--- config.mk ---
export PLATFORM = sky130hd
export DESIGN_NAME = countdown_ctrl_flat
export DESIGN_NICKNAME = d
export VERILOG_FILES = /design/src/rtl/countdown_ctrl_if.sv /design/src/rtl/countdown_ctrl.sv /design/src/flat_wrapper.sv
export SDC_FILE = /design/constraint.sdc
export NUM_CORES = 1
export LEC_CHECK = 0
export ABC_AREA = 1
export CORE_MARGIN = 2
export CORE_UTILIZATION = 25
export DETAILED_ROUTE_END_ITERATION = 10
export PLACE_DENSITY = 0.46
export RECOVER_POWER = 50
export SYNTH_ARGS = -nofsm -noshare
export SYNTH_HDL_FRONTEND = slang
export SYNTH_SLANG_ARGS = --single-unit
--- constraint.sdc ---
create_clock -name clk -period 3.78 [get_ports clk]
set_clock_uncertainty 0.2 [all_clocks]
set_input_delay 0.756 -clock clk [delete_from_list [all_inputs] [get_ports clk]]
set_output_delay 0.756 -clock clk [all_outputs]
set_load 0.01 [all_outputs]
--- src/rtl/countdown_ctrl_if.sv ---
// rtl/countdown_ctrl_if.sv - button, switch and display-side signals of the countdown sequencer
interface countdown_ctrl_if #(
    parameter int N = 6
);
    logic         btn_sub;
    logic         btn_start;
    logic [N-1:0] data_in;
    logic [N-1:0] count;
    logic [1:0]   state;
    logic         zero_flag;
    logic         reload_pulse;

    modport master (
        output btn_sub, btn_start, data_in,
        input  count, state, zero_flag, reload_pulse
    );

    modport slave (
        input  btn_sub, btn_start, data_in,
        output count, state, zero_flag, reload_pulse
    );
endinterface

--- src/rtl/countdown_ctrl.sv ---
// rtl/countdown_ctrl.sv - debounced down-counter sequencer; optional auto-reload via CTRL_AUTORELOAD_EN
module countdown_ctrl #(
    parameter int N           = 6,
    parameter int DEB_CYCLES  = 500000,
    parameter int TICK_CYCLES = 50000000
) (
    input  logic             clk,
    input  logic             btn_rst,
    countdown_ctrl_if.slave  bus
);
    localparam int DW = $clog2(DEB_CYCLES + 1);
    localparam int TW = $clog2(TICK_CYCLES + 1);
    localparam logic [N-1:0]  CNT_ONE  = 1;
    localparam logic [DW-1:0] DEB_ONE  = 1;
    localparam logic [DW-1:0] DEB_LAST = DW'(DEB_CYCLES - 1);
    localparam logic [TW-1:0] TICK_ONE  = 1;
    localparam logic [TW-1:0] TICK_LAST = TW'(TICK_CYCLES - 1);

    typedef enum logic [1:0] {
        IDLE = 2'b00,
        MAN  = 2'b01,
        RUN  = 2'b10,
        DONE = 2'b11
    } state_t;

    // Button index 0 is btn_sub, index 1 is btn_start; buttons are active-low.
    logic [1:0]         sync1_q, sync1_d;
    logic [1:0]         sync2_q, sync2_d;
    logic [1:0]         stable_q, stable_d;
    logic [1:0]         press_q, press_d;
    logic [1:0][DW-1:0] deb_cnt_q, deb_cnt_d;

    state_t             state_q, state_d;
    logic [N-1:0]       count_q, count_d;
    logic [TW-1:0]      tick_q, tick_d;

    logic sub_p;
    logic start_p;

    // Button front end: a press pulse is raised only when a low level has been stable long enough.
    always_comb begin
        sync1_d   = {bus.btn_start, bus.btn_sub};
        sync2_d   = sync1_q;
        stable_d  = stable_q;
        press_d   = '0;
        deb_cnt_d = deb_cnt_q;
        for (int i = 0; i < 2; i++) begin
            if (sync2_q[i] != stable_q[i]) begin
                if (deb_cnt_q[i] == DEB_LAST) begin
                    stable_d[i]  = sync2_q[i];
                    deb_cnt_d[i] = '0;
                    press_d[i]   = ~sync2_q[i];
                end else begin
                    deb_cnt_d[i] = deb_cnt_q[i] + DEB_ONE;
                end
            end else begin
                deb_cnt_d[i] = '0;
            end
        end
    end

    assign sub_p   = press_q[0];
    assign start_p = press_q[1];

`ifdef CTRL_AUTORELOAD_EN
    logic reload_q, reload_d;
`endif

    // Sequencer: next state, counter and tick timer; start_p always takes priority over sub_p.
    always_comb begin
        state_d = state_q;
        count_d = count_q;
        tick_d  = tick_q;
`ifdef CTRL_AUTORELOAD_EN
        reload_d = 1'b0;
`endif
        unique case (state_q)
            IDLE: begin
                count_d = bus.data_in;
                if (start_p) begin
                    state_d = RUN;
                    tick_d  = '0;
                end else if (sub_p) begin
                    if (bus.data_in == '0) begin
                        state_d = DONE;
                        count_d = '0;
                    end else begin
                        state_d = MAN;
                        count_d = bus.data_in - CNT_ONE;
                    end
                end
            end
            MAN: begin
                if (start_p) begin
                    state_d = RUN;
                    tick_d  = '0;
                end else if (sub_p) begin
                    // A pause at zero leaves MAN holding 0; treat the next press as terminal.
                    if (count_q <= CNT_ONE) begin
                        state_d = DONE;
                        count_d = '0;
                    end else begin
                        count_d = count_q - CNT_ONE;
                    end
                end
            end
            RUN: begin
                if (start_p) begin
                    state_d = MAN;
                end else if (count_q == '0) begin
                    state_d = DONE;
                end else if (tick_q == TICK_LAST) begin
                    tick_d = '0;
                    if (count_q == CNT_ONE) begin
`ifdef CTRL_AUTORELOAD_EN
                        if (bus.data_in != '0) begin
                            count_d  = bus.data_in;
                            reload_d = 1'b1;
                        end else begin
                            state_d = DONE;
                            count_d = '0;
                        end
`else
                        state_d = DONE;
                        count_d = '0;
`endif
                    end else begin
                        count_d = count_q - CNT_ONE;
                    end
                end else begin
                    tick_d = tick_q + TICK_ONE;
                end
            end
            DONE: begin
                count_d = '0;
                if (start_p) begin
                    state_d = IDLE;
                end
            end
            default: state_d = IDLE;
        endcase
    end

    // State registers; synchronizers come out of reset at the released (high) level.
    always_ff @(posedge clk or negedge btn_rst) begin
        if (!btn_rst) begin
            sync1_q   <= 2'b11;
            sync2_q   <= 2'b11;
            stable_q  <= 2'b11;
            press_q   <= '0;
            deb_cnt_q <= '0;
            state_q   <= IDLE;
            count_q   <= '0;
            tick_q    <= '0;
        end else begin
            sync1_q   <= sync1_d;
            sync2_q   <= sync2_d;
            stable_q  <= stable_d;
            press_q   <= press_d;
            deb_cnt_q <= deb_cnt_d;
            state_q   <= state_d;
            count_q   <= count_d;
            tick_q    <= tick_d;
        end
    end

`ifdef CTRL_AUTORELOAD_EN
    // Reload strobe register, high for the single cycle after an auto-reload.
    always_ff @(posedge clk or negedge btn_rst) begin
        if (!btn_rst) begin
            reload_q <= 1'b0;
        end else begin
            reload_q <= reload_d;
        end
    end
    assign bus.reload_pulse = reload_q;
`else
    assign bus.reload_pulse = 1'b0;
`endif

    assign bus.count     = count_q;
    assign bus.state     = state_q;
    assign bus.zero_flag = (state_q == DONE);
endmodule
--- src/flat_wrapper.sv ---
// flat-port wrapper written by rule: the top's interface ports become plain ports
module countdown_ctrl_flat 
#(
    parameter int N           = 6,
    parameter int DEB_CYCLES  = 500000,
    parameter int TICK_CYCLES = 50000000
)
  (clk, btn_rst, bus_btn_sub, bus_btn_start, bus_data_in, bus_count, bus_state, bus_zero_flag, bus_reload_pulse);
  countdown_ctrl_if #(.N(N)) bus_i ();
  input  logic clk;
  input  logic btn_rst;
  input wire logic [$bits(bus_i.btn_sub)-1:0] bus_btn_sub;
  input wire logic [$bits(bus_i.btn_start)-1:0] bus_btn_start;
  input wire logic [$bits(bus_i.data_in)-1:0] bus_data_in;
  output wire logic [$bits(bus_i.count)-1:0] bus_count;
  output wire logic [$bits(bus_i.state)-1:0] bus_state;
  output wire logic [$bits(bus_i.zero_flag)-1:0] bus_zero_flag;
  output wire logic [$bits(bus_i.reload_pulse)-1:0] bus_reload_pulse;
  assign bus_i.btn_sub = bus_btn_sub;
  assign bus_i.btn_start = bus_btn_start;
  assign bus_i.data_in = bus_data_in;
  assign bus_count = bus_i.count;
  assign bus_state = bus_i.state;
  assign bus_zero_flag = bus_i.zero_flag;
  assign bus_reload_pulse = bus_i.reload_pulse;
  countdown_ctrl #(.N(N), .DEB_CYCLES(DEB_CYCLES), .TICK_CYCLES(TICK_CYCLES)) u_core (.clk(clk), .btn_rst(btn_rst), .bus(bus_i));
endmodule
==> metrics.cfg <==
[run_status]
outcome = finished clean

[placement]
io_buffer_count = 18
place_hpwl_um = 9170
post-place-ws_ps = 1200
place.gp.congestion = 0.829

[critical_path]
crit_path_end_kind = output pin
critPathSlowestCell = clkdlybuf4s50_1
startpoint_type = register
worstSetupPathType = register to output pin
crit_path_max_fanout = 7
critPathRequiredTime_ps = 2820
worstPathCellList = nand2_1 > inv_1 > clkdlybuf4s50_1
cpPeakStageDelay_ps = 530
worst_ep_arrival_time_ps = 1600
crit_family = buffers and inverters
cp_num_buf_inv = 2

[sta]
hold_ws_ps = 154
fmaxAchievable_ghz = 0.391
slew_viol_final = 0
worstMarginPinSlew_ps = 1170
setup_slack_ps = 1220
tns_ps = 0
rsz0062_at_grt = no
relSlewSlack = 0.217
post-route-period-util = 0.677
post-route-min-period_ps = 2560
hold_viol_final = 0
setup_viol = 0

[cts]
post_cts_resized = 0
cts.sinks = 80
cts_tree = done
cts.path.max_buffers = 2
ctsHoldBuffers = 0
cts.clk_slew.worst_paths_ps = 60
root_buffer = clkbuf_16
cts_made_buffers = 9
htreeDepth = 3
clock_latency_ps = 340
post_cts_buffers = 0

[finish]
ff_latch_area_um2 = 2010
final_cell_mix = 170 x nand2_1, 116 x nor2_1, 95 x inv_1
area_delta_synth_final_pct = 15.6
antennaDiodeCount = 0
fin_util = 0.292
nFillCells = 2242
layout_commonest_cell = nand2_1
nets = 753
multi_input_area_um2 = 2610
drive_above_1_share = 0.0783

[logic_synthesis]
dominantRegCellSynth = dfrtp_1
netlist_area_um2 = 5070
synthCells = 711
syn_nets = 728
yosysSeqAreaShare = 0.397
ys_ff_latch = 80
synth_edf_count = 0
avgSynthCellArea_um2 = 7.13
synth-async-reset-ratio = 1.00
ys_warn_count = 0
ys_types = 42

[flow_run]
maxCapViolations = 0

[min_path]
hold_class = register to register

[drt]
finalWirelength_um = 12300
drtAntennaViolNets = 0
drtIter0Drc = 270
first_pass_iters = 5
routed_via_density = 4.44
avgRoutedWirePerCell_um = 12.2
num_vias = 4486
post-route-drc-count = 0

[power]
power.leakage_nw = 2.58
powerDensity_nw_per_um2 = 320
peakVddDrop_uv = 204

[global_routing]
grt_use_total = 0.124
grt_pass1_vias = 4429
grt_max_degree = 36
grt-ovfl-total = 0
grt_pass1_wl_um = 21700
antenna_found_initial = 0

[floorplan]
die_height_um = 146
pin_count = 20
die_x_um = 146
fp.dieArea_um2 = 21400
coreArea_um2 = 20000
initial_core_util = 0.253
rows = 52

## registers in the layout, indices dropped and copies added, names as in the netlist
name              flops
u_core.deb_cnt_q     38
u_core.bus.state      2
u_core.press_q        2
u_core.stable_q       2
u_core.sync1_q        2
u_core.tick_q        26
u_core.bus.count      6
u_core.sync2_q        2
## cell families after synthesis
group           synth area share
compound gates            0.0625
xor+xnor                  0.0398
fa+ha+maj                 0.0173
buf+inv                   0.0886
flops                      0.397
other cells             0.000740
simple gates               0.395
## layer usage
layer / part of all wire / vias up / wire, um / global-route usage
li1: - / 2333 / - / -
met1: 0.49 / 2055 / 6010 / 0.166
met2: 0.45 / 84 / 5610 / 0.200
met3: 0.044 / 14 / 546 / 0.0309
met4: 0.014 / 0 / 176 / 0.0316
met5: 0 / - / 0 / 0
## where the power goes
part           internal (mW)  switching (mW)  total, mW
clock network          0.595           0.349      0.944
logic                 0.0163          0.0398     0.0561
registers              0.865         0.00648      0.872
total                   1.48           0.395       1.87
## final cells by class
type,count,share of cell area
clock inverters,4,0.0120
repair buffers,21,0.0331
flip-flops and latches,80,0.343
clock buffers,12,0.0421
multi-input cells,523,0.445
inverters,101,0.0669
well taps,270,0.0577
## synthesized netlist by cell type, drive strengths merged, types with 2 or more instances
cell,n,area (um2)
o21ai,28,155
nor3,30,160
buf,6,53.8
xor2,22,193
clkinv,2,20.0
or2,2,12.5
o21bai,2,18.8
nand2,177,697
dfrtp,74,1850
nor3b,2,15.0
nand3b,6,45.0
dfstp,6,158
a211oi,2,15.0
nor2,126,523
ha,7,87.6
inv,99,372
nand3,55,290
a21oi,17,96.4
a21o,2,15.0
nand4,38,238
## path summary, 6_finish.rpt
kind | from | to | slack (ps) | cells after the start
min in group asynchronous | btn_rst | u_core.tick_q[7] | 430 | 1
setup reg to reg | u_core.bus.count[0] | u_core.tick_q[17] | 1500 | 9
max in group asynchronous | btn_rst | u_core.deb_cnt_q[2] | 1470 | 2
hold / removal | u_core.sync1_q[1] | u_core.sync2_q[1] | 150 | 0
setup / recovery | u_core.bus.state[1] | bus_zero_flag | 1220 | 3
hold reg to reg | u_core.sync1_q[1] | u_core.sync2_q[1] | 150 | 0
## stage by stage
step | area [um2] | std cells | total power [mW]
5_1_grt | 5860 | 1011 | 1.95
4_1_cts | 5860 | 1011 | 1.92
3_3_place_gp | 5550 | 995 | 0.948
6_report | 5860 | 1011 | 1.87
2_1_floorplan | 5070 | 711 | 0.909
3_5_place_dp | 5550 | 995 | 0.948
Note: power is estimated with default switching activity, not from simulation.
